**config.mk**
```make
export PLATFORM = sky130hd
export DESIGN_NAME = fp_rec_sched
export DESIGN_NICKNAME = d
export VERILOG_FILES = /design/src/rtl/fp_rec_sched.sv
export SDC_FILE = /design/constraint.sdc
export NUM_CORES = 1
export LEC_CHECK = 0
export CAP_MARGIN = 40
export CORE_AREA = 2 2 128 105
export CTS_BUF_LIST = sky130_fd_sc_hd__clkbuf_4 sky130_fd_sc_hd__clkbuf_8 sky130_fd_sc_hd__clkbuf_16
export CTS_CLUSTER_SIZE = 28
export DETAILED_ROUTE_END_ITERATION = 10
export DIE_AREA = 0 0 130 107
export PLACE_DENSITY_LB_ADDON = 0.05
export SETUP_SLACK_MARGIN = 0.1
export SYNTH_ARGS = -nofsm -noshare
export SYNTH_HDL_FRONTEND = slang
export SYNTH_SLANG_ARGS = --single-unit
```
**constraint.sdc**
```tcl
create_clock -name CLK -period 3.6 [get_ports CLK]
set_input_delay 0.54 -clock CLK [delete_from_list [all_inputs] [get_ports CLK]]
set_output_delay 0.54 -clock CLK [all_outputs]
set_load 0.02 [all_outputs]
```
**src/rtl/fp_rec_sched.sv**
```systemverilog
// fp_rec_sched: round-robin scheduler that feeds signed fixed-point operands from
// NREQ requesters into an external fixed-latency reciprocal core. A tag pipeline
// follows each operand through the core. Results return in acceptance order
// through a small FIFO. A credit rule (in-flight + buffered < DEPTH) throttles
// issue so that the FIFO can never overflow.
module fp_rec_sched #(
   parameter int WL    = 16,
   parameter int NREQ  = 4,
   parameter int LAT   = 3,
   parameter int DEPTH = 4
) (
   input  logic                     CLK,
   input  logic                     RST,
   input  logic                     CE,
   input  logic [NREQ-1:0]          req_valid,
   input  logic [NREQ*WL-1:0]       req_din,
   output logic [NREQ-1:0]          req_ready,
   output logic signed [WL-1:0]     core_din,
   output logic                     core_ce,
   input  logic signed [WL-1:0]     core_dout,
   output logic                     rsp_valid,
   input  logic                     rsp_ready,
   output logic signed [WL-1:0]     rsp_data,
   output logic [$clog2(NREQ)-1:0]  rsp_id
);

   localparam int IDW = $clog2(NREQ);
   localparam int PW  = (DEPTH > 1) ? $clog2(DEPTH) : 1;
   localparam int CW  = $clog2(DEPTH + 1);
   localparam int EW  = IDW + WL;

   // FIFO pointers wrap modulo DEPTH, which need not be a power of two
   function automatic logic [PW-1:0] ptr_inc(input logic [PW-1:0] p);
      if (p == PW'(DEPTH - 1)) begin
         return '0;
      end
      return p + PW'(1);
   endfunction

   // arbitration
   logic [IDW-1:0]        last_grant_q, last_grant_d;
   logic [IDW-1:0]        cand;
   logic [IDW-1:0]        win_id;
   logic                  win_found;
   logic signed [WL-1:0]  win_din;
   logic                  credit_ok;
   logic                  accept;

   // issue and tag pipeline
   logic signed [WL-1:0]  core_din_q, core_din_d;
   logic [LAT-1:0]        tag_vld_q, tag_vld_d;
   logic [IDW-1:0]        tag_id_q [LAT];
   logic [CW-1:0]         inflight_q, inflight_d;

   // result FIFO
   logic [EW-1:0]         mem_q [DEPTH];
   logic [EW-1:0]         head;
   logic [CW-1:0]         count_q, count_d;
   logic [PW-1:0]         wr_ptr_q, wr_ptr_d;
   logic [PW-1:0]         rd_ptr_q, rd_ptr_d;
   logic                  push;
   logic                  pop;

   // Round-robin search starting one past the last granted requester
   always_comb begin
      win_found = 1'b0;
      win_id    = last_grant_q;
      cand      = '0;
      for (int k = 1; k <= NREQ; k++) begin
         cand = IDW'((int'(last_grant_q) + k) % NREQ);
         if (!win_found && req_valid[cand]) begin
            win_found = 1'b1;
            win_id    = cand;
         end
      end
   end

   assign win_din   = $signed(req_din[win_id*WL +: WL]);
   assign credit_ok = ({1'b0, inflight_q} + {1'b0, count_q}) < (CW+1)'(DEPTH);

   // Grant only the winner, and only when a FIFO slot is reserved for its result
   always_comb begin
      req_ready = '0;
      if (!RST && CE && credit_ok && win_found) begin
         req_ready[win_id] = 1'b1;
      end
   end

   assign accept = |req_ready;
   assign push   = CE & tag_vld_q[LAT-1];
   assign pop    = rsp_valid & rsp_ready;

   // Next state of issue path: operand register, grant pointer and tag valids
   always_comb begin
      last_grant_d = last_grant_q;
      core_din_d   = core_din_q;
      tag_vld_d    = tag_vld_q;
      if (accept) begin
         last_grant_d = win_id;
         core_din_d   = win_din;
      end
      if (CE) begin
         tag_vld_d[0] = accept;
         for (int s = 1; s < LAT; s++) begin
            tag_vld_d[s] = tag_vld_q[s-1];
         end
      end
   end

   // Next state of occupancy counters and FIFO pointers
   always_comb begin
      inflight_d = inflight_q;
      count_d    = count_q;
      wr_ptr_d   = wr_ptr_q;
      rd_ptr_d   = rd_ptr_q;
      case ({accept, push})
         2'b10:   inflight_d = inflight_q + CW'(1);
         2'b01:   inflight_d = inflight_q - CW'(1);
         default: inflight_d = inflight_q;
      endcase
      case ({push, pop})
         2'b10:   count_d = count_q + CW'(1);
         2'b01:   count_d = count_q - CW'(1);
         default: count_d = count_q;
      endcase
      if (push) begin
         wr_ptr_d = ptr_inc(wr_ptr_q);
      end
      if (pop) begin
         rd_ptr_d = ptr_inc(rd_ptr_q);
      end
   end

   // Control state; reset discards every in-flight tag and buffered result
   always_ff @(posedge CLK or posedge RST) begin
      if (RST) begin
         last_grant_q <= IDW'(NREQ - 1);
         core_din_q   <= '0;
         tag_vld_q    <= '0;
         inflight_q   <= '0;
         count_q      <= '0;
         wr_ptr_q     <= '0;
         rd_ptr_q     <= '0;
      end else begin
         last_grant_q <= last_grant_d;
         core_din_q   <= core_din_d;
         tag_vld_q    <= tag_vld_d;
         inflight_q   <= inflight_d;
         count_q      <= count_d;
         wr_ptr_q     <= wr_ptr_d;
         rd_ptr_q     <= rd_ptr_d;
      end
   end

   // Requester ids ride alongside the operand; qualified by tag_vld_q
   always_ff @(posedge CLK) begin
      if (CE) begin
         tag_id_q[0] <= win_id;
         for (int s = 1; s < LAT; s++) begin
            tag_id_q[s] <= tag_id_q[s-1];
         end
      end
   end

   // Capture {id, result} from the core when the matching tag leaves the pipe
   always_ff @(posedge CLK) begin
      if (push) begin
         mem_q[wr_ptr_q] <= {tag_id_q[LAT-1], core_dout};
      end
   end

   assign head      = mem_q[rd_ptr_q];
   assign rsp_valid = (count_q != '0);
   assign rsp_data  = rsp_valid ? $signed(head[WL-1:0]) : '0;
   assign rsp_id    = rsp_valid ? head[EW-1:WL] : '0;
   assign core_din  = core_din_q;
   assign core_ce   = CE;

   // Credit accounting must make a push into a full FIFO impossible
   a_no_overflow: assert property (@(posedge CLK) disable iff (RST)
      !(push && !pop && (count_q == CW'(DEPTH))));

endmodule

```
==> results by group, run 1 <==
Clock network
  • CTS buffer count: 9
  • Worst-path clk slew: 0.07 ns
  • Setup Buffers After CTS: 0
  • Number of gates resized after cts: 0
  • Clock Tree Buf Depth: 2
  • Clk sink count: 109
  • Clk_lat worst skew: ~0.34 ns
  • # H-tree levels: 3
  • Root Driver: clkbuf_16
  • Hold_buf cts: 0
  • CTS tree: done

Timing
  • Maximum clock rate: 310 MHz
  • Final worst path period need: between 3 and 4 ns
  • Slew margin rel.: 52.1%
  • Hold WS: 0.424 ns
  • Setup TNS: 0 ns
  • Final setup vio count: 0
  • Clock skew: 0.0107 ns
  • Fin. Hold Viols: 0
  • Tcrit/Tclk final: between 80% and 90%
  • Max Slew Vio Count: 0
  • Worst slew pin tran: 0.719 ns
  • RSZ-0062 raised after global routing: false

Place
  • Number of port buffers: 127
  • Placed Area: 0.00643 sq mm
  • RePlAce Congestion: about 0.73
  • Detailed placement HPWL: 7950 um

Final layout
  • Fin nets: 569
  • Layout area overhead: 36.6%
  • Fraction of layout cells with a size suffix above 1: 15.2%
  • ANT cells: 0
  • Final Instance Area: approximately 0.0067 sq mm
  • Finished Core Util: 53.3%

Synth
  • Flops & latches, synth: 109
  • Avg Cell Area, Syn: roughly 15 sq um
  • Synth top area cells: edfxtp_1 (48%), dfrtp_1 (15%), mux4_2 (8.2%), nand3_1 (3.4%), and2_1 (2.5%)
  • Most common library cells after synthesis: edfxtp_1 (78), nand3_1 (33), dfrtp_1 (29)
  • Number of synthesized flops with an enable pin: between 70 and 80
  • Syn_nets: ~430
  • YS warnings: 0
  • Main synth FF type: edfxtp_1
  • Synth unique cells: 39
  • Async SR Flop Fraction: 28.4%
  • Top-count cell post-synth: edfxtp_1
  • Synth top area share: 47.5%
  • Sequential share of the synthesized area: 63.3%
  • Synth Instances: 335
  • Mapped cell area: 0.00493 sq mm
  • Synth area leader: edfxtp_1

Run
  • Max_cap viols: 0

Outcome
  • Status: finished clean

Global routing
  • Number of global-route vias before repair: 3506
  • Total gr overflow: 0
  • Largest net degree at the start of global routing: 34
  • Total track usage: 17.2%
  • Initial antenna violation count: 0
  • First-pass GRT wire length: 18000 um

Die
  • Chip Height: about 110 um
  • Initial core utilization: 39.0%
  • Ports: roughly 130
  • # rows: 37
  • Die area: 0.0139 sq mm
  • Core footprint: 0.0126 sq mm
  • Die width: 130 um

Worst hold path
  • HP Class: flop to flop

Routing
  • Drt pass-1 iters: 4
  • Final wirelength: 11200 um
  • Wire length per cell: 17.3 um
  • Vias: roughly 3200
  • Post-DRT Antenna Nets: 0
  • 1st-iter DRT viols: 165
  • DRC violations left: 0
  • Routed vias/inst: 5.00

Worst setup path
  • Crit path required time: approximately 3.1 ns
  • Critical Path Sink Type: output pin
  • Worst setup path class: input pin to output pin
  • Worst Path Max Fanout: 12
  • CP Data Arrival Time: 2.69 ns
  • Critical path launch point type: input pin

Pwr
  • PwrDens: around 750 mW/mm^2
  • Leak: 2.45 nW
  • Worst IR Drop VDD: 0.333 mV
==> through the flow <==
| step | power [mW] | std cells | worst slack [ns] |
|---|---|---|---|
| 2_1_floorplan | 3.22 | 335 | 0.691 |
| 3_3_place_gp | 4.08 | 633 | 0.422 |
| 3_5_place_dp | 4.13 | 634 | 0.379 |
| 4_1_cts | 5.12 | 650 | 0.371 |
| 5_1_grt | 5.38 | 650 | 0.264 |
| 6_report | 5.04 | 650 | 0.374 |
==> flip-flops by register name, summed over array words and instances, names as in the netlist <==
| signal | count |
|---|---|
| tag_vld_q | 3 |
| mem_q | 72 |
| core_din | 16 |
| inflight_q | 3 |
| wr_ptr_q | 2 |
| count_q | 3 |
| last_grant_q | 2 |
| tag_id_q | 6 |
| rd_ptr_q | 2 |
==> where the power goes <==
part / internal [mW] / total [mW] / switching (mW)
clock network: 0.558 / 0.983 / 0.425
logic: 1.10 / 2.27 / 1.17
registers: 1.61 / 1.79 / 0.177
total: 3.27 / 5.04 / 1.77
==> final cells by class <==
cell class                 instances  area (sq um)
clock buffer                      11           240
tap                              175           219
clock inverter                     5          58.8
inverter                          17          63.8
sequential                       109          3120
multi-input combinational        188          1620
fill                            1067          5910
timing repair buffer             145          1410
==> layout by cell type, fill, tap and decap left out, types with 2 or more instances in the layout <==
| master | instances |
|---|---|
| clkinv_2 | 2 |
| clkdlybuf4s50_1 | 127 |
| dfstp_2 | 2 |
| fa_1 | 2 |
| nand3_1 | 33 |
| o21ai_0 | 4 |
| and2_1 | 20 |
| nor3_1 | 3 |
| and3_1 | 5 |
| or3_1 | 2 |
| nor2_1 | 24 |
| xor2_1 | 4 |
| mux2i_1 | 3 |
| inv_2 | 2 |
| nand2b_1 | 2 |
| nand2_1 | 7 |
| a221oi_2 | 8 |
| a21oi_1 | 4 |
| edfxtp_1 | 78 |
| buf_4 | 17 |
| dfrtp_1 | 29 |
| inv_1 | 15 |
| mux4_2 | 18 |
| clkbuf_16 | 9 |
| a221oi_1 | 8 |
| a31oi_1 | 17 |
| clkbuf_4 | 2 |
| mux2_2 | 3 |
| ha_1 | 9 |
| xnor2_1 | 2 |
==> final timing paths <==
check                      slack, ns           start  depth (start not counted)         endpoint
max                             0.37    req_valid[3]                          6     req_ready[2]
min                             0.42  tag_id_q[0][1]                          0   tag_id_q[0][3]
max reg2reg                     1.15   inflight_q[2]                         12    inflight_q[2]
min reg2reg                     0.42  tag_id_q[0][1]                          0   tag_id_q[0][3]
max in group asynchronous       2.62             RST                          3  last_grant_q[1]
min in group asynchronous       0.64             RST                          3    inflight_q[2]
==> worst max-delay path: stages <==
cell	delay, ns
clkdlybuf4s50_1	0.66
nor2_1	0.13
a211oi_2	0.34
buf_4	0.26
and2_1	0.15
clkdlybuf4s50_1	0.60
==> metal layers <==
layer  track usage [%]  share of wire (%)
met1              22.9                 46
met3              4.69                4.2
met4              5.07               0.69
met2              27.6                 49
met5                 0                  0
==> cell families after synthesis <==
kind of cell | Yosys count | synth area share [%]
AOI/OAI and AO/OA | 48 | 8.73
xor gates and xnor gates | 6 | 1.07
adders and majority gates | 11 | 3.10
buffers and inverters | 38 | 3.91
DFF | 109 | 63.3
muxes | 24 | 9.52
and+or+nand+nor | 99 | 10.4
Note: power is estimated with default switching activity, not from simulation.
==> run 2, diff against run 1 <==
- GPL_TIMING_DRIVEN: unset -> 0
- clock period: 3.6 -> 2.7 ns (I/O delays scaled with it)
==> run 2 against run 1 <==
Against the previous run:
- first-iteration DRC count down 1.2%
- via count up 3.8%
- clock power up 39%
- largest power group unchanged
==> results by group, run 2 (synthesized netlist as in run 1, its figures left out) <==
Outcome
  • Status: finished clean

Clock network
  • Hold_buf cts: 0
  • Clock Tree Buf Depth: 2
  • Worst-path clk slew: around 0.070 ns
  • # H-tree levels: 3
  • CTS buffer count: 9
  • CTS tree: done
  • Clk sink count: about 110
  • Clk_lat worst skew: 0.36 ns
  • Root Driver: clkbuf_16

Pwr
  • Sequential share of power: 33.2%
  • Cell internal pwr: ~4.5 mW
  • Sw frac: a little over a third
  • Power Total: 7.01 mW
  • NetSw: 2.52 mW
  • Combinational Power Share: 47.3%
  • PwrDens: roughly 1000 mW/mm^2
  • Clk pwr share: between 10% and 20%
  • Leak: 2.72 nW
  • Worst IR Drop VDD: 0.480 mV

Worst setup path
  • Worst Path Max Fanout: 10
  • Crit path largest cell delay: 0.53 ns
  • Critical Path Sink Type: output pin
  • Critical path launch point type: flop
  • Worst setup path class: flop to output pin
  • Crit-path cells: buf_8 -> mux4_2 -> and2_1 -> clkdlybuf4s50_1
  • R2R depth: 13
  • FF-to-FF End: inflight_q[2]
  • CP Data Arrival Time: 2.17 ns
  • Register-to-register path setup slack: 0.15 ns
  • Slowest-stage cell, CP: clkdlybuf4s50_1
  • CP startpoint: rd_ptr_q[0]
  • Crit path required time: between 2 and 2.5 ns
  • Reg-to-reg startpoint: inflight_q[2]

Final layout
  • Top reg by flops: mem_q
  • Largest register FFs: 72
  • Finished Core Util: around 56%
  • Commonest non-fill, non-tap cell in the layout: clkdlybuf4s50_1
  • Most frequent cells in the layout: clkdlybuf4s50_1 (100), edfxtp_1 (78), nand3_1 (32), dfrtp_1 (29), nor2_1 (23)
  • Non-filler instance count after layout: 671
  • Fraction of layout cells with a size suffix above 1: 20.8%
  • Fin nets: 590
  • ANT cells: 0
  • Layout area overhead: 42.9%
  • Fill count: 1047

Routing
  • Drt pass-1 iters: 4
  • Vias: 3370
  • 1st-iter DRT viols: about 160
  • DRC violations left: 0
  • Routed vias/inst: 5.02
  • Wire length per cell: roughly 18 um
  • Final wirelength: 12000 um
  • Post-DRT Antenna Nets: 0

Timing
  • Slew margin rel.: roughly two fifths
  • Final setup vio count: 0
  • Maximum clock rate: 388 MHz
  • RSZ-0062 raised after global routing: true
  • Setup WS post-layout: 0.126 ns
  • Fin. Hold Viols: 0
  • Max Slew Vio Count: 0
  • Clock skew: 0.0150 ns
  • Tcrit/Tclk final: 95.3%
  • Worst slew pin tran: between 0.8 and 0.9 ns
  • Final worst path period need: 2.57 ns

Place
  • Dpl ws: -1.02 ns
  • RePlAce Congestion: 0.810
  • Number of port buffers: 126
  • Detailed placement HPWL: between 8000 and 9000 um
  • Cells after DPL: 640

Global routing
  • First-pass GRT wire length: 18700 um
  • Number of global-route vias before repair: 3464
  • Initial antenna violation count: 0
  • Total track usage: around 18%
  • Total gr overflow: 0
  • Largest net degree at the start of global routing: 21

Die
  • Die area: 0.0139 sq mm
  • Core footprint: 0.0126 sq mm
  • Chip Height: roughly 110 um
  • Initial core utilization: 39.0%
  • Die width: around 130 um
  • Ports: approximately 130
  • # rows: 37

Run
  • Max_cap viols: 0

Worst hold path
  • HP Class: input pin to async pin
==> run 2: what timing repair did <==
action / 4_1_cts / 5_1_grt
buffers inserted: 10 / 4
cloned: 1 / 0
setup endpoints to repair: 25 / 18
endpoints found under the hold margin: 0 / 0
gates resized for setup: 45 / 21
pin swaps: 6 / 2
==> run 2: final cells by class <==
class / instances / area, sq um / share of cell area [%]
tap: 175 / 219 / 3.11
clock buffer: 9 / 225 / 3.20
clock inverter: 7 / 87.6 / 1.24
sequential: 109 / 3120 / 44.3
buffer: 21 / 186 / 2.65
timing repair buffer: 144 / 1470 / 20.9
inverter: 17 / 70.1 / 0.995
multi-input combinational: 188 / 1660 / 23.5
timing repair inverter: 1 / 5.00 / 0.0711
==> run 2: power by group through the flow <==
stage	Combinational (mW)	Clock (mW)	Sequential, mW
detailed placement	3.20	0	2.35
finish	3.32	1.37	2.33
global placement	3.13	0	2.34
floorplan	1.84	0	2.47
CTS	3.34	1.41	2.33
global route	3.61	1.46	2.37
==> run 2: metal layers <==
| layer | vias to the layer above | part of all wire (%) | global-route usage (%) | wire length (um) |
|---|---|---|---|---|
| met5 | - | 0 | 0 | 0 |
| met4 | 0 | 1.1 | 4.61 | 135 |
| met3 | 13 | 4.5 | 4.49 | 546 |
| met2 | 78 | 50 | 29.0 | 5960 |
| met1 | 1690 | 45 | 24.3 | 5370 |
| li1 | 1589 | - | - | - |
==> run 2: worst max path at each step <==
stage | end | depth (start not counted)
final | rsp_data[2] | 4
after global routing | inflight_q[2] | 13
after CTS | rsp_data[11] | 4
after detailed placement | inflight_q[2] | 12
after global placement | inflight_q[2] | 12
after floorplan | inflight_q[2] | 11
==> run 2: metrics by stage <==
step	instance area, sq um	TNS, ns	hold WS [ns]
floorplan	4940	0	0.334
global placement	6420	-7.51	0.403
detailed placement	6520	-7.26	0.405
CTS	6980	0	0.394
global route	7040	0	0.423
finish	7040	0	0.386
==> run 2: critical path: cells and delay by family (launching register included) <==
family                 cells  cell delay (ns)
multiplexers               1             0.49
buffers and inverters      2             0.73
AND/OR/NAND/NOR            1             0.17
flip-flops                 1             0.43
